==> config.mk <==
export PLATFORM = sky130hd
export DESIGN_NAME = rom_arbiter_flat
export DESIGN_NICKNAME = d
export VERILOG_FILES = /design/src/rtl/rom_arbiter_pkg.sv /design/src/rtl/rom_arbiter_if.sv /design/src/rtl/rom_arbiter_rr_arbiter.sv /design/src/rtl/rom_arbiter.sv /design/src/flat_wrapper.sv
export SDC_FILE = /design/constraint.sdc
export NUM_CORES = 1
export LEC_CHECK = 0
export ABC_CLOCK_PERIOD_IN_PS = 2000
export BUFFER_PORTS_ARGS = -buffer_cell sky130_fd_sc_hd__buf_2
export CORE_UTILIZATION = 25
export DETAILED_ROUTE_END_ITERATION = 7
export GPL_TIMING_DRIVEN = 0
export MAX_ROUTING_LAYER = met4
export SLEW_MARGIN = 20
export SYNTH_ARGS = -nofsm -noshare
export SYNTH_HDL_FRONTEND = slang
export SYNTH_HIERARCHICAL = 1
export SYNTH_SLANG_ARGS = --single-unit
==> constraint.sdc <==
create_clock -name clka -period 2 [get_ports clka]
set_input_delay 0.2 -clock clka [delete_from_list [all_inputs] [get_ports clka]]
set_output_delay 0.2 -clock clka [all_outputs]
set_load 0.05 [all_outputs]
==> src/rtl/rom_arbiter_pkg.sv <==
// Shared types and defaults for the block-ROM arbiter.
// Tag struct rides the read-latency pipeline.
package rom_arb_pkg;

  localparam int DEF_ADDR_W = 10;
  localparam int DEF_DATA_W = 18;
  localparam int DEF_ROM_LAT = 2;
  localparam int PORT_W = 2;

  typedef struct packed {
    logic              vld;
    logic [PORT_W-1:0] port;
  } tag_t;

endpackage

==> src/rtl/rom_arbiter_if.sv <==
// Requester-side bus of the ROM arbiter.
// master = requesters, slave = arbiter.
interface rom_arbiter_if
  import rom_arb_pkg::*;
#(
  parameter int NUM_REQ = 2,
  parameter int ADDR_W  = DEF_ADDR_W,
  parameter int DATA_W  = DEF_DATA_W
);

  logic [NUM_REQ-1:0]        req_valid;
  logic [NUM_REQ*ADDR_W-1:0] req_addr;
  logic [NUM_REQ-1:0]        req_ready;
  logic [NUM_REQ-1:0]        rsp_valid;
  logic [DATA_W-1:0]         rsp_data;

  modport master (
    output req_valid, req_addr,
    input  req_ready, rsp_valid, rsp_data
  );

  modport slave (
    input  req_valid, req_addr,
    output req_ready, rsp_valid, rsp_data
  );

endinterface

==> src/rtl/rom_arbiter_rr_arbiter.sv <==
// Round-robin pointer and one-hot grant.
// Search starts at ptr and wraps upward.
module rr_arbiter
  import rom_arb_pkg::*;
#(
  parameter int NUM_REQ = 2
) (
  input  logic               clk,
  input  logic               rst,
  input  logic [NUM_REQ-1:0] valid,
  output logic [NUM_REQ-1:0] grant,
  output logic [PORT_W-1:0]  gidx
);

  logic [PORT_W-1:0]  ptr;
  logic [NUM_REQ-1:0] rot;
  logic               found;
  int                 pos;

  // rotate requests so ptr sits at bit 0, pick the lowest set bit
  always_comb begin
    rot   = NUM_REQ'({valid, valid} >> ptr);
    found = 1'b0;
    pos   = 0;
    grant = '0;
    gidx  = '0;
    for (int j = 0; j < NUM_REQ; j++) begin
      if (!found && rot[j]) begin
        found = 1'b1;
        pos   = int'(ptr) + j;
      end
    end
    if (pos >= NUM_REQ) pos = pos - NUM_REQ;
    if (found && !rst) begin
      gidx  = PORT_W'(pos);
      grant = NUM_REQ'(1) << gidx;
    end
  end

  // advance past the winner on every accept
  always_ff @(posedge clk) begin
    if (rst) begin
      ptr <= '0;
    end else if (|grant) begin
      ptr <= (gidx == PORT_W'(NUM_REQ - 1)) ? '0 : gidx + 1'b1;
    end
  end

endmodule

==> src/rtl/rom_arbiter.sv <==
// Shares one pipelined block ROM among NUM_REQ requesters.
// Optional ROM_ARB_STATS_EN adds grant/stall counters.
module rom_arbiter
  import rom_arb_pkg::*;
#(
  parameter int ADDR_W  = DEF_ADDR_W,
  parameter int DATA_W  = DEF_DATA_W,
  parameter int NUM_REQ = 2,
  parameter int ROM_LAT = DEF_ROM_LAT,
  parameter int STATS_W = 16
) (
  input  logic              clka,
  input  logic              rst,
  rom_arbiter_if.slave      bus,
  output logic              busy,
  output logic [ADDR_W-1:0] rom_addra,
  output logic              rom_ena,
  output logic              rom_oe,
  input  logic [DATA_W-1:0] rom_douta
`ifdef ROM_ARB_STATS_EN
  ,
  output logic [NUM_REQ*STATS_W-1:0] grant_cnt,
  output logic [NUM_REQ*STATS_W-1:0] stall_cnt
`endif
);

  logic [NUM_REQ-1:0] grant;
  logic [PORT_W-1:0]  gidx;
  logic               accept;
  logic [ADDR_W-1:0]  sel_addr;
  logic [ADDR_W-1:0]  last_addr;
  logic [DATA_W-1:0]  rdata;
  logic [NUM_REQ-1:0] rsp;
  tag_t               pipe [ROM_LAT+1];

  rr_arbiter #(
    .NUM_REQ(NUM_REQ)
  ) u_rr (
    .clk  (clka),
    .rst  (rst),
    .valid(bus.req_valid),
    .grant(grant),
    .gidx (gidx)
  );

  assign accept        = |grant;
  assign sel_addr      = bus.req_addr[int'(gidx)*ADDR_W +: ADDR_W];
  assign bus.req_ready = grant;
  assign rom_ena       = accept;
  assign rom_addra     = accept ? sel_addr : last_addr;
  assign rom_oe        = pipe[ROM_LAT-1].vld & ~rst;
  assign bus.rsp_data  = rdata;
  assign bus.rsp_valid = rsp;

  // keep the ROM address parked while idle
  always_ff @(posedge clka) begin
    if (rst) begin
      last_addr <= '0;
    end else if (accept) begin
      last_addr <= sel_addr;
    end
  end

  // tag pipeline follows each read through the ROM latency
  always_ff @(posedge clka) begin
    if (rst) begin
      for (int k = 0; k <= ROM_LAT; k++) pipe[k] <= '0;
    end else begin
      pipe[0] <= {accept, gidx};
      for (int k = 1; k <= ROM_LAT; k++) pipe[k] <= pipe[k-1];
    end
  end

  // capture the ROM word while its owner sits at the output stage
  always_ff @(posedge clka) begin
    if (rst) begin
      rdata <= '0;
    end else if (pipe[ROM_LAT-1].vld) begin
      rdata <= rom_douta;
    end
  end

  // steer the response pulse and summarize in-flight reads
  always_comb begin
    rsp  = '0;
    busy = 1'b0;
    if (pipe[ROM_LAT].vld && !rst) begin
      rsp = NUM_REQ'(1) << pipe[ROM_LAT].port;
    end
    for (int k = 0; k <= ROM_LAT; k++) busy = busy | pipe[k].vld;
  end

`ifdef ROM_ARB_STATS_EN
  for (genvar i = 0; i < NUM_REQ; i++) begin : g_stats
    logic [STATS_W-1:0] gc;
    logic [STATS_W-1:0] sc;

    // saturating per-port accept and stall counters
    always_ff @(posedge clka) begin
      if (rst) begin
        gc <= '0;
        sc <= '0;
      end else begin
        if (bus.req_valid[i] && grant[i] && !(&gc)) gc <= gc + 1'b1;
        if (bus.req_valid[i] && !grant[i] && !(&sc)) sc <= sc + 1'b1;
      end
    end

    assign grant_cnt[i*STATS_W +: STATS_W] = gc;
    assign stall_cnt[i*STATS_W +: STATS_W] = sc;
  end
`endif

endmodule

==> src/flat_wrapper.sv <==
// flat-port wrapper written by rule: the top's interface ports become plain ports
module rom_arbiter_flat import rom_arb_pkg::*;
#(
  parameter int ADDR_W  = DEF_ADDR_W,
  parameter int DATA_W  = DEF_DATA_W,
  parameter int NUM_REQ = 2,
  parameter int ROM_LAT = DEF_ROM_LAT,
  parameter int STATS_W = 16
)
  (clka, rst, busy, rom_addra, rom_ena, rom_oe, rom_douta, bus_req_valid, bus_req_addr, bus_req_ready, bus_rsp_valid, bus_rsp_data);
  rom_arbiter_if #(.NUM_REQ(NUM_REQ), .ADDR_W(ADDR_W), .DATA_W(DATA_W)) bus_i ();
  input  logic clka;
  input  logic rst;
  output logic busy;
  output logic [ADDR_W-1:0] rom_addra;
  output logic rom_ena;
  output logic rom_oe;
  input  logic [DATA_W-1:0] rom_douta;
  input wire logic [$bits(bus_i.req_valid)-1:0] bus_req_valid;
  input wire logic [$bits(bus_i.req_addr)-1:0] bus_req_addr;
  output wire logic [$bits(bus_i.req_ready)-1:0] bus_req_ready;
  output wire logic [$bits(bus_i.rsp_valid)-1:0] bus_rsp_valid;
  output wire logic [$bits(bus_i.rsp_data)-1:0] bus_rsp_data;
  assign bus_i.req_valid = bus_req_valid;
  assign bus_i.req_addr = bus_req_addr;
  assign bus_req_ready = bus_i.req_ready;
  assign bus_rsp_valid = bus_i.rsp_valid;
  assign bus_rsp_data = bus_i.rsp_data;
  rom_arbiter #(.ADDR_W(ADDR_W), .DATA_W(DATA_W), .NUM_REQ(NUM_REQ), .ROM_LAT(ROM_LAT), .STATS_W(STATS_W)) u_core (.clka(clka), .rst(rst), .bus(bus_i), .busy(busy), .rom_addra(rom_addra), .rom_ena(rom_ena), .rom_oe(rom_oe), .rom_douta(rom_douta));
endmodule
# == After elaboration in Yosys (flattened, before gate mapping) ==
# Memories as Yosys holds them, arrays and structs flattened.
# Index checks and enable logic that the tools add are counted.
# totals
register_bits,30
ramBits,9
input_bits,42
output_inout_bits,35
word_cells,43
mem_count,1
# classes
addsub,3
mul,1
n_lt_le_gt_ge,1
n_eq_ne,1
shift,4
muxes,16
n_bitwise,7
reduce_logical,6
# memory_table
name,depth,word_bits,read_ports,rd_clocked_by_memory_dff,wr,line,text
u_core.pipe,3,3,3,0,3,rom_arbiter.sv:34,tag_t pipe [ROM_LAT+1];
# ops
cell,n
20-bit by 32-bit indexed part select with 10-bit output,1
2-bit two-way mux,6
3-bit two-way mux,4
10-bit two-way mux,1
"2-bit by 3-bit multiplier with 5-bit output, second input constant",1
1-bit two-way mux,5
1-bit OR,5
"1-bit by 2-bit left shift with 2-bit output, first input constant",2
4-bit by 2-bit >> shifter with 2-bit output,1
"2-bit by 1-bit adder with 3-bit output, second input constant",1
"3-bit by 2-bit greater-or-equal comparator with 1-bit output, second input constant",1
1-bit logical AND,3
"2-bit by 1-bit adder with 2-bit output, second input constant",1
"2-bit by 1-bit == test with 1-bit output, second input constant",1
1-bit logical NOT,2
2-bit OR reduction,1
"2-bit subtractor, second input constant",1
1-bit AND,1
1-bit NOT,1

# == Longest topological paths before layout ==
# Gate-level depths: netlist (run 1).
# logic_depth
ltp_word,11
depth_mapped,7
depth_no_buf,6

# == By module ==
# The synthesis (run 1) kept the hierarchy.
# modules_own_cells
mod,n_inst,cells_each,area_each_um2,seq_area_each_um2
rom_arbiter,1,141,1478.9,740.7
rr_arbiter,1,20,151.4,40.0

# == Worst setup path before layout (run 1) ==
# OpenSTA, ideal clock, no wires.
# synth_path
path_kind,register to output
start,register u_core.u_rr.ptr[0]
end,output rom_addra[0]
arrival_time_ns,3.454
required_ns,1.800
path_slack_ns,-1.654
stages_incl_launch_ff,7
n_path_buf,0
cell_sequence,dfxtp_1 > ha_1 > nand2b_1 > nand2_1 > a211oi_1 > o21bai_2 > o2bb2ai_1
# synth_via
elab_chain_len,11
word_cells_on_any_way,19
cone_classes,add/sub: 2; mul: 1; order compare: 1; shift: 3; mux: 8; reduce/logical: 4
# synth_lines
item,line,text
start: declaration,rom_arbiter_rr_arbiter.sv:15,logic [PORT_W-1:0] ptr;
start signal: assignment,rom_arbiter_rr_arbiter.sv:45,ptr <= (gidx == PORT_W'(NUM_REQ - 1)) ? '0 : gidx + 1'b1;
4-bit by 2-bit >> shifter with 2-bit output,rom_arbiter_rr_arbiter.sv:22,"rot = NUM_REQ'({valid, valid} >> ptr);"
1-bit two-way mux,rom_arbiter_rr_arbiter.sv:28,if (!found && rot[j]) begin
1-bit logical NOT,rom_arbiter_rr_arbiter.sv:28,
1-bit logical AND,rom_arbiter_rr_arbiter.sv:28,
3-bit two-way mux,rom_arbiter_rr_arbiter.sv:28,
3-bit by 2-bit greater-or-equal comparator with 1-bit output or 2-bit subtractor (tied branches),rom_arbiter_rr_arbiter.sv:33,if (pos >= NUM_REQ) pos = pos - NUM_REQ;
2-bit two-way mux,rom_arbiter_rr_arbiter.sv:33,
1-bit by 2-bit left shift with 2-bit output,rom_arbiter_rr_arbiter.sv:36,grant = NUM_REQ'(1) << gidx;
2-bit two-way mux (*),rom_arbiter_rr_arbiter.sv:34,if (found && !rst) begin
net bus_req_ready[0],flat_wrapper.sv:21,output wire logic [$bits(bus_i.req_ready)-1:0] bus_req_ready;
2-bit OR reduction (*),rom_arbiter.sv:46,assign accept = |grant;
10-bit two-way mux (*),rom_arbiter.sv:50,assign rom_addra = accept ? sel_addr : last_addr;
end: declaration,flat_wrapper.sv:15,output logic [ADDR_W-1:0] rom_addra;
# Mark *: on every way through the listed nets, which the timed path passes. The rest lies on a longest branch.

# == Worst setup path after layout (run 1) ==
# layout_path
start,register u_core.u_rr.ptr[0]
end,output rom_addra[1]
# layout_via
elab_chain_len,11
word_cells_on_any_way,19
cone_classes,add/sub: 2; mul: 1; order compare: 1; shift: 3; mux: 8; reduce/logical: 4
# layout_lines
item,line
4-bit by 2-bit >> shifter with 2-bit output,rom_arbiter_rr_arbiter.sv:22
1-bit two-way mux,rom_arbiter_rr_arbiter.sv:28
1-bit logical NOT,rom_arbiter_rr_arbiter.sv:28
1-bit logical AND,rom_arbiter_rr_arbiter.sv:28
3-bit two-way mux,rom_arbiter_rr_arbiter.sv:28
3-bit by 2-bit greater-or-equal comparator with 1-bit output or 2-bit subtractor (tied branches),rom_arbiter_rr_arbiter.sv:33
2-bit two-way mux,rom_arbiter_rr_arbiter.sv:33
2-bit two-way mux or 1-bit by 2-bit left shift with 2-bit output (tied branches),"rom_arbiter_rr_arbiter.sv:34, rom_arbiter_rr_arbiter.sv:36"
2-bit by 3-bit multiplier with 5-bit output or 2-bit two-way mux (tied branches),"rom_arbiter.sv:47, rom_arbiter_rr_arbiter.sv:34"
20-bit by 32-bit indexed part select with 10-bit output or 2-bit OR reduction (tied branches),"rom_arbiter.sv:47, rom_arbiter.sv:46"
10-bit two-way mux (*),rom_arbiter.sv:50
# Mark *: on every way between the ends. The rest lies on a longest branch, timed or not.

==> metrics.md, run 1 <==
| Metric | Value |
|---|---|
| Status | `finished, violations left` |
| Failing checks | `setup timing` |
| Clock power frac | `0.294` |
| # Max-Cap Violations | `0` |
| Initial antenna violation count | `0` |
| Setup ws final | `-212 ps` |
| Final ANT Viol Nets | `0` |
| Sequential area share after synthesis | `0.479` |
| Max_slew headroom | `0.688` |
| Residual DRC count | `0` |
| Internal power | `1.36 mW` |
| Max clock buf depth | `2` |
| P per Cell Area | `714 nW/µm²` |
| Cells after Synth | `161` |
| Layout Cells excl Fill | `328` |
| P_sw | `0.615 mW` |
| Layout Area Growth over Synthesis | `69.9%` |
| Clock-pin slew of the registers on the worst-case setup and hold paths | `70 ps` |
| Core Area | `6310 µm²` |
| Gr usage total | `0.131` |
| Layout cells sized above 1 | `0.562` |
| Num CTS Buffers | `5` |
| Global-route wire length before repair | `6390 µm` |
| Commonest non-fill, non-tap cell in the layout | `buf_2` |
| Detailed Place HPWL | `2790 µm` |
| Diode count | `0` |
| H-tree lvl count | `2` |
| Crit Path Max Fanout | `8` |
| Worst-margin pin slew | `467 ps` |
| Setup WS pre-CTS | `-260 ps` |
| Synth unique cells | `26` |
| Leakage | `1.15 nW` |
| Initial Util | `0.258` |
| Worst skew pair latency | `290 ps` |
| Die Ht | `82.8 µm` |
| Comb power frac | `0.286` |
| DR WL/cell | `12.4 µm` |
| Min cycle time layout | `2210 ps` |
| Hold_buf cts | `0` |
| Final Core Density | `0.439` |
| Fin crit share | `1.11` |
| Ports | `77` |
| Yosys warning count | `6` |
| Via count | `1,458` |
| DRT Pass-1 Iters | `4` |
| Routed wire length | `4070 µm` |
| Fin nets | `293` |
| Setup TNS | `-2170 ps` |
| Critical Path AT | `2010 ps` |
| Slew Limit Fails | `0` |
| Port Buf Inserts | `76` |
| Most frequent cells in the layout | `buf_2 (68), dfxtp_1 (37), nor2_1 (20), mux2i_1 (19), inv_1 (13)` |
| Initial drt markers | `13` |
| Fin. Hold Viols | `0` |
| Seq pwr share | `0.420` |
| Clock sink total | `39` |
| Pin count of the biggest net entering global routing | `12` |
| Switching part of the total | `0.311` |
| Post-Route Skew | `6.01 ps` |
| Startpoint Class | `register` |
| Routability cong. | `0.802` |
| # rows | `29` |
| Final global-route overflow total | `0` |
| Vias in the first global route | `1,355` |
| Clock root cell | `clkbuf_8` |
| Final setup fails | `11` |
| CTS tree | `built` |
| Vias/cell | `4.45` |
| Placed cell count | `314` |
| Setup crit end kind | `output port` |
| Die X | `82.8 µm` |
| Max VDD drop | `0.344 mV` |
| Fmax | `0.452 GHz` |
| Syn Area/Cell | `10.1 µm²` |
| Mapped Nets | `204` |
| Mapped Area | `1630 µm²` |
| Hold/Removal Path Class | `in -> reg` |
| WP data required | `1800 ps` |
| WS Path Type | `reg -> out` |
| Die area | `6850 µm²` |
| Yosys reg bits | `39` |
| RSZ-0062 raised after global routing | `yes` |
## flip-flops by register name (all words and copies together) (netlist names)
| name | count |
|---|---|
| u_core/bus.rsp_data | 18 |
| u_core/last_addr | 10 |
| u_core/pipe | 9 |
| u_core/u_rr/ptr | 2 |
## routing by layer
layer  up-vias  GRT usage  part of all wire
li1        743          -                 -
met1       652      0.153              0.45
met2        58      0.211              0.46
met3         5     0.0440             0.070
met4         0     0.0431             0.012
met5         -          -                 0
## worst paths after layout
check | from | end | slack (ps) | cells past startpoint
max | u_core/u_rr/ptr[0] | rom_addra[1] | -210 | 8
min | rom_douta[2] | u_core/bus.rsp_data[2] | 150 | 3
max reg2reg | u_core/u_rr/ptr[0] | u_core/last_addr[0] | 180 | 7
min reg2reg | u_core/pipe[0][1] | u_core/pipe[0][4] | 450 | 1
## final cells by class
class                      count  area (µm²)
clock buffer                   8         100
tap                           77        96.3
timing repair buffer          82         548
sequential                    39         786
fill                         614        3540
multi-input combinational     98        1110
inverter                      14        56.3
buffer                        10        70.1
## worst max-delay path, cell delays in order, from the launching register on
cell and delay [ps]:
dfxtp_4 370, ha_4 250, nand2b_4 150, a21oi_2 80, nor3_4 290, o21bai_4 130, buf_12 170, o2bb2ai_4 130
buf_8 160
## per-stage QoR
step           instance area (µm²)  power (mW)  hold slack (ps)
3_5_place_dp                  2440        1.32              426
5_1_grt                       2770        2.08              148
3_3_place_gp                  2440        1.32              417
4_1_cts                       2710        1.99              137
2_1_floorplan                 1970        1.21              263
6_report                      2770        1.98              146
## synthesized netlist by cell type, drive strengths merged
cell      n  area share
nand2b    1      0.0038
nor2b    10       0.038
nand2     1      0.0023
nor4bb    2       0.016
a211oi    1      0.0046
buf       7       0.029
mux2i    28        0.17
dfxtp    39        0.48
a21oi     2      0.0061
clkbuf    3      0.0077
nor3b     1      0.0046
nor3      3      0.0092
ha        1      0.0077
o21ai     1      0.0031
o32ai    10       0.054
o2bb2ai  10       0.054
inv      14       0.032
o21bai    2       0.012
nor4b     1      0.0054
a31oi     1      0.0038
or3       2      0.0077
nor2     21       0.048
## power groups by stage
| stage | sequential [mW] | combinational (mW) | clock, mW |
|---|---|---|---|
| after floorplan | 0.887 | 0.321 | 0 |
| after global placement | 0.851 | 0.469 | 0 |
| after detailed placement | 0.852 | 0.470 | 0 |
| after CTS | 0.832 | 0.545 | 0.612 |
| after global routing | 0.836 | 0.600 | 0.645 |
| final | 0.831 | 0.566 | 0.581 |
## cells by family after synthesis
family / share of synthesized area
buffers and inverters: 0.0691
AOI/OAI and AO/OA: 0.137
and+or+nand+nor: 0.136
muxes: 0.172
DFF: 0.479
adders and majority gates: 0.00767
## repair_timing
| action | CTS | global route |
|---|---|---|
| resized for setup | 35 | 15 |
| pin swaps | 2 | 2 |
| endpoints found under the setup margin | 21 | 13 |
| setup buffers | 5 | 0 |
| cloned | 1 | 0 |
(Power assumes the default switching activity.)
==> inputs of run 2 (changes only) <==
--- a/config.mk
+++ b/config.mk
@@ -5,9 +5,10 @@
 export SDC_FILE = /design/constraint.sdc
 export NUM_CORES = 1
 export LEC_CHECK = 0
+export ABC_AREA = 1
 export ABC_CLOCK_PERIOD_IN_PS = 2000
 export BUFFER_PORTS_ARGS = -buffer_cell sky130_fd_sc_hd__buf_2
-export CORE_UTILIZATION = 25
+export CORE_UTILIZATION = 35
 export DETAILED_ROUTE_END_ITERATION = 7
 export GPL_TIMING_DRIVEN = 0
 export MAX_ROUTING_LAYER = met4
==> run 2 against run 1 <==
  * The flow still finishes with violations (setup timing)
  * Final cell count is 22% higher
  * Global-route usage is 4.4 points higher
  * Worst hold slack worse by 5.5 ps
  * Via count is 16% higher
  * Clock power is 2% higher
  * Largest power group unchanged
  * First-iteration DRC count grew to 5.5 times the previous value
  * Synthesized cell count is 43% higher
  * Largest cell class unchanged
  * Wire length is 0.39% lower
  * Flip-flop and latch count stayed put
==> metrics.md, run 2 <==
| Metric | Value |
|---|---|
| Status | `finished, violations left` |
| Failing checks | `setup timing` |
| Crit Path Max Fanout | `5` |
| Via count | `1,688` |
| WP data required | `1800 ps` |
| WS Path Type | `reg -> out` |
| Routability cong. | `0.715` |
| Gr usage total | `0.175` |
| Global-route wire length before repair | `6860 µm` |
| Fin. Hold Viols | `0` |
| Setup WS pre-CTS | `-142 ps` |
| Leakage | `1.30 nW` |
| GRT busiest layer | `met2` |
| CP max stage cell | `dfxtp_4` |
| P per Cell Area | `771 nW/µm²` |
| Startpoint Class | `register` |
| CP dominant cell by count | `nor2_4` |
| Min cycle time layout | `2270 ps` |
| Hold/Removal Path Class | `in -> reg` |
| Max_slew headroom | `0.802` |
| Clock root cell | `clkbuf_8` |
| Fin nets | `374` |
| Hold Path Stages | `3` |
| Layout Area Growth over Synthesis | `59.9%` |
| Setup slack, reg-to-reg | `10 ps` |
| Clock sink total | `39` |
| Final ANT Viol Nets | `0` |
| Fmax | `0.440 GHz` |
| Max VDD drop | `0.360 mV` |
| Final hold slack | `141 ps` |
| Slew Limit Fails | `0` |
| DR WL/cell | `10.2 µm` |
| Final global-route overflow total | `0` |
| Max reg flops | `18` |
| GR Layer Usage met3 | `0.0431` |
| Sequential area share after synthesis | `0.454` |
| CTS tree | `built` |
| Final design area excluding fillers | `2750 µm²` |
| Cells after Synth | `231` |
| # rows | `25` |
| Ports | `77` |
| Core Area | `4720 µm²` |
| Ys flop type | `dfxtp_1` |
| Mapped Area | `1720 µm²` |
| Area contributors post-synth | `dfxtp_1 (45%), nand2_1 (20%), a21oi_1 (5.8%)` |
| Num CTS Buffers | `5` |
| Diode count | `0` |
| Top cells by count, synth | `nand2_1 (93), dfxtp_1 (39), a21oi_1 (20), nor2_1 (16), inv_1 (15)` |
| DP Area | `2280 µm²` |
| Fin crit share | `1.14` |
| Post-Route Skew | `5.28 ps` |
| Max clock buf depth | `2` |
| Setup ws final | `-272 ps` |
| Detailed Place HPWL | `2710 µm` |
| Peak per-stage delay on the critical path | `370 ps` |
| Commonest non-fill, non-tap cell in the layout | `nand2_1` |
| Min-delay src | `rom_douta[15]` |
| Mapped Nets | `274` |
| Die area | `5190 µm²` |
| Worst path cell trace | `ha_4 -> nor2_4 -> inv_1 -> nor2_1 -> nand2_1 -> nand2_2 -> nor2_4 -> nor2_4 -> buf_4 -> nor2_4 -> nand2_2 -> nand2_4 -> buf_8` |
| Yosys reg bits | `39` |
| Residual DRC count | `0` |
| Reg2Reg Depth | `14` |
| Hold_buf cts | `0` |
| Reg-to-reg startpoint | `u_core/u_rr/ptr[0]` |
| Worst skew pair latency | `290 ps` |
| Post-synth EDFFs | `0` |
| Pin count of the biggest net entering global routing | `13` |
| DRT Pass-1 Iters | `4` |
| Critical Path AT | `2070 ps` |
| Yosys warning count | `6` |
| Top-area cell type share of the netlist area | `0.454` |
| Most frequent cells in the layout | `nand2_1 (72), buf_2 (68), dfxtp_1 (38), buf_4 (19), a21oi_1 (19)` |
| Initial Util | `0.364` |
| # Max-Cap Violations | `0` |
| Met2 global-route usage | `0.282` |
| Initial drt markers | `72` |
| Syn Area/Cell | `7.44 µm²` |
| Final setup fails | `11` |
| Initial antenna violation count | `0` |
| Setup TNS | `-2670 ps` |
| Asr flop ratio synth | `0` |
| Count leader, synth | `nand2_1` |
| Synth unique cells | `23` |
| Port Buf Inserts | `76` |
| Worst-margin pin slew | `296 ps` |
| Routed wire length | `4050 µm` |
| H-tree lvl count | `2` |
| Die X | `72.1 µm` |
| Area leader, netlist | `dfxtp_1` |
| Vias/cell | `4.23` |
| Hold EP | `u_core/bus.rsp_data[15]` |
| Worst R2R End | `u_core/last_addr[4]` |
| Vias in the first global route | `1,570` |
| Die Ht | `72.1 µm` |
| Clock-pin slew of the registers on the worst-case setup and hold paths | `80 ps` |
| GR Util met1 | `0.206` |
| Layout cells sized above 1 | `0.512` |
| RSZ-0062 raised after global routing | `yes` |
| Setup crit end kind | `output port` |
[run 2: cell count changes after synthesis, sizes merged, moves of 2 or more]
cell     change
nand2      +103
mux2i       -28
a21oi       +26
nor2b       -10
o2bb2ai     -10
o32ai       -10
buf          +4
clkbuf       -3
inv          +3
nand3        +3
nor4bb       -2
or3          -2
[run 2: worst max path at each step]
stage                   end  cells after the start  slack (ps)                from
2_1_floorplan  rom_addra[1]                      9         -40  u_core/u_rr/ptr[0]
3_3_place_gp   rom_addra[8]                     12        -140  u_core/u_rr/ptr[0]
3_5_place_dp   rom_addra[8]                     12        -140  u_core/u_rr/ptr[0]
4_1_cts        rom_addra[2]                     13        -270  u_core/u_rr/ptr[0]
5_1_grt        rom_addra[5]                     13        -370  u_core/u_rr/ptr[0]
6_report       rom_addra[5]                     13        -270  u_core/u_rr/ptr[0]
[run 2: worst max-delay path: cells and delay by family (launching register included)]
| family | cells | cell delay, ps |
|---|---|---|
| fa+ha+maj | 1 | 270 |
| simple gates | 9 | 800 |
| buf+inv | 3 | 330 |
| flops | 1 | 370 |
[run 2: area by class of cell]
class                   count  area (µm²)
flip-flops and latches     39         785
multi-input cells         165         976
plain buffers              11        95.1
clock buffers               7        96.3
repair buffers             92         636
inverters                  17        67.6
fillers                   449        1980
well taps                  67        83.8
clock inverters             1        7.51
[run 2: repair_timing]
action | CTS | global route
cloned | 2 | 0
setup buffers | 11 | 5
setup endpoints to repair | 11 | 11
gates resized for setup | 54 | 6
pin swaps | 11 | 6
[run 2: logic make-up after synthesis]
logic type	synth area share
compound gates	0.119
fa+ha+maj	0.00728
flops	0.454
simple gates	0.327
buf+inv	0.0925
[run 2: through the flow]
step           total power [mW]  instances  utilization
2_1_floorplan              1.25        231            -
3_3_place_gp               1.37        374        0.483
3_5_place_dp               1.38        374        0.483
4_1_cts                    2.12        395        0.572
5_1_grt                    2.22        399        0.581
6_report                   2.12        399        0.581
[run 2: metal layers]
| metal | vias to the layer above | share of wire |
|---|---|---|
| met4 | 0 | 0.013 |
| met1 | 724 | 0.45 |
| met2 | 45 | 0.49 |
| li1 | 912 | - |
| met5 | - | 0 |
| met3 | 7 | 0.055 |
[run 2: power by group]
group	switching, mW	internal, mW	total (mW)
clock network	0.280	0.314	0.593
logic	0.411	0.279	0.690
registers	0.0209	0.813	0.834
total	0.712	1.41	2.12
==> inputs of run 3 (changes only) <==
--- a/config.mk
+++ b/config.mk
@@ -8,12 +8,13 @@
 export ABC_AREA = 1
 export ABC_CLOCK_PERIOD_IN_PS = 2000
 export BUFFER_PORTS_ARGS = -buffer_cell sky130_fd_sc_hd__buf_2
+export CAP_MARGIN = 20
 export CORE_UTILIZATION = 35
 export DETAILED_ROUTE_END_ITERATION = 7
 export GPL_TIMING_DRIVEN = 0
 export MAX_ROUTING_LAYER = met4
+export RECOVER_POWER = 50
 export SLEW_MARGIN = 20
 export SYNTH_ARGS = -nofsm -noshare
 export SYNTH_HDL_FRONTEND = slang
-export SYNTH_HIERARCHICAL = 1
 export SYNTH_SLANG_ARGS = --single-unit
==> run 3 against run 2 <==
  * Largest power group unchanged
  * Non-clock buffer count is 6 lower
  * Wire length increased by 3.5%
  * Fmax increased by 13%
  * The run ends with DRC, setup timing left
  * Critical path type unchanged
==> metrics.md, run 3 <==
| Metric | Value |
|---|---|
| Ports | `77` |
| Reg2Reg Depth | `10` |
| Routability cong. | `0.699` |
| Diode count | `0` |
| Routed wire length | `4190 µm` |
| # rows | `24` |
| Gr usage total | `0.169` |
| Clock sink total | `39` |
| WP depth | `10` |
| Count leader, synth | `nand2_1` |
| Initial antenna violation count | `0` |
| Fmax | `0.498 GHz` |
| Yosys warning count | `0` |
| Layout cells sized above 1 | `0.333` |
| Final ANT Viol Nets | `0` |
| Setup crit end | `rom_addra[1]` |
| Worst-margin pin slew | `613 ps` |
| Pin count of the biggest net entering global routing | `13` |
| Min-delay src | `rom_douta[12]` |
| CP top delay family | `simple AND/OR/NAND/NOR gates` |
| Area contributors post-synth | `dfxtp_1 (47%), nand2_1 (11%), nor2_1 (10%)` |
| Clock-pin slew of the registers on the worst-case setup and hold paths | `70 ps` |
| Fin nets | `369` |
| Num CTS Buffers | `5` |
| Status | `finished, violations left` |
| Worst skew pair latency | `280 ps` |
| DRT Pass-1 Iters | `6` |
| CTS tree | `built` |
| Initial drt markers | `77` |
| Max reg flops | `18` |
| CP max stage cell | `dfxtp_4` |
| WP data required | `1800 ps` |
| # Max-Cap Violations | `0` |
| Critical Path AT | `1810 ps` |
| P_sw | `0.701 mW` |
| Yosys reg bits | `39` |
| Asr flop ratio synth | `0` |
| Die area | `4990 µm²` |
| Setup ws final | `-9.89 ps` |
| Post-synth EDFFs | `0` |
| Hold Path Stages | `3` |
| Switching part of the total | `0.328` |
| Vias/cell | `4.50` |
| Failing checks | `DRC, setup timing` |
| Leakage | `1.30 nW` |
| Startpoint Class | `register` |
| DP Area | `2100 µm²` |
| Seq pwr share | `0.402` |
| Final global-route overflow total | `0` |
| Mapped Nets | `278` |
| Hold_buf cts | `0` |
| Comb power frac | `0.286` |
| Final design area excluding fillers | `2490 µm²` |
| Clock power frac | `0.313` |
| Sequential area share after synthesis | `0.473` |
| Max VDD drop | `0.451 mV` |
| CP startpoint | `u_core.u_rr.ptr[0]` |
| Post-Route Skew | `4.29 ps` |
| Initial Util | `0.371` |
| Detailed Place HPWL | `2710 µm` |
| P per Cell Area | `857 nW/µm²` |
| Synth unique cells | `24` |
| Internal power | `1.44 mW` |
| Max clock buf depth | `2` |
| WS Path Type | `reg -> out` |
| Reg-to-reg startpoint | `u_core.u_rr.ptr[0]` |
| Top-area cell type share of the netlist area | `0.473` |
| Peak per-stage delay on the critical path | `380 ps` |
| Vias in the first global route | `1,531` |
| Cells after Synth | `235` |
| H-tree lvl count | `2` |
| Slew Limit Fails | `0` |
| Min cycle time layout | `2010 ps` |
| Via count | `1,705` |
| Hold/Removal Path Class | `in -> reg` |
| Ys flop type | `dfxtp_1` |
| Fin. Hold Viols | `0` |
| Max_slew headroom | `0.593` |
| Die Ht | `70.7 µm` |
| Syn Area/Cell | `7.02 µm²` |
| Top cells by count, synth | `nand2_1 (47), nor2_1 (46), dfxtp_1 (39), inv_1 (36), o21ai_0 (18)` |
| Mapped Area | `1650 µm²` |
| Clock root cell | `clkbuf_8` |
| Fin crit share | `1.00` |
| Residual DRC count | `16` |
| Setup crit end kind | `output port` |
| Worst path cell trace | `ha_4 -> inv_2 -> nand2_2 -> nor2_4 -> nand2_4 -> buf_6 -> buf_6 -> nand4_1 -> nand2_2 -> buf_8` |
| Setup slack, reg-to-reg | `380 ps` |
| Setup TNS | `-9.89 ps` |
| Global-route wire length before repair | `6560 µm` |
| Port Buf Inserts | `76` |
| Most frequent cells in the layout | `buf_2 (45), nor2_1 (45), dfxtp_1 (37), inv_1 (34), nand2_1 (31)` |
| WP buf/inv | `4` |
| Layout Area Growth over Synthesis | `51.1%` |
| Final setup fails | `1` |
| RSZ-0062 raised after global routing | `yes` |
| Crit Path Max Fanout | `6` |
| Area leader, netlist | `dfxtp_1` |
| DR WL/cell | `11.1 µm` |
| Core Area | `4440 µm²` |
| Die X | `70.7 µm` |
| Worst R2R End | `u_core.last_addr[1]` |
[run 3: power by group through the flow]
stage / clock (mW) / sequential, mW / combinational [mW]
final: 0.668 / 0.859 / 0.610
after global placement: 0 / 0.865 / 0.510
after detailed placement: 0 / 0.866 / 0.511
after floorplan: 0 / 0.961 / 0.281
after CTS: 0.694 / 0.848 / 0.549
after global routing: 0.730 / 0.865 / 0.655
[run 3: layer usage]
metal	vias to the layer above	share of wire	wire length (µm)	track usage
met5	-	0	0	-
met4	0	0.010	42	0.0533
met3	5	0.084	352	0.0570
met2	66	0.45	1900	0.262
met1	728	0.45	1900	0.210
li1	906	-	-	-
[run 3: kinds of logic after synthesis]
| logic type | after synthesis | share of synthesized area |
|---|---|---|
| simple gates | 113 | 0.293 |
| fa+ha+maj | 1 | 0.00758 |
| buf+inv | 50 | 0.126 |
| flops | 39 | 0.473 |
| compound gates | 32 | 0.100 |
[run 3: final cells by class]
type	instances	area (µm²)
fillers	435	1950
flip-flops and latches	39	786
multi-input cells	146	778
repair buffers	85	534
inverters	37	139
clock buffers	6	82.6
plain buffers	12	73.8
well taps	52	65.1
clock inverters	2	35.0
[run 3: what timing repair did]
item | 4_1_cts | 5_1_grt
gates resized for setup | 21 | 52
buffers inserted | 1 | 6
gates cloned | 0 | 2
endpoints found under the setup margin | 13 | 14
pin swaps | 3 | 19
[run 3: worst min-delay path by stage]
stage	slack, ps	endpoint
4_1_cts	120	u_core.bus.rsp_data[12]
3_5_place_dp	390	u_core.pipe[0][6]
5_1_grt	120	u_core.bus.rsp_data[13]
2_1_floorplan	330	u_core.bus.rsp_data[0]
3_3_place_gp	390	u_core.pipe[0][3]
6_report	130	u_core.bus.rsp_data[12]
[run 3: through the flow]
step	power [mW]	setup WS, ps	hold WS [ps]	utilization	instances
5_1_grt	2.25	-95.2	122	0.561	379
3_5_place_dp	1.38	155	395	0.473	363
4_1_cts	2.09	-31.2	121	0.515	372
6_report	2.14	-9.89	133	0.561	379
3_3_place_gp	1.37	148	389	0.473	363
2_1_floorplan	1.24	68.8	335	-	235
[run 3: worst reg2reg max path, cell delays in order (launching register included)]
cell     delay (ps)
dfxtp_4         380
ha_4            270
inv_2            30
nand2_2          70
nor2_4           40
nand2_4          90
buf_6           130
buf_6           120
nand4_1         130
buf_4           170
a21oi_1         120
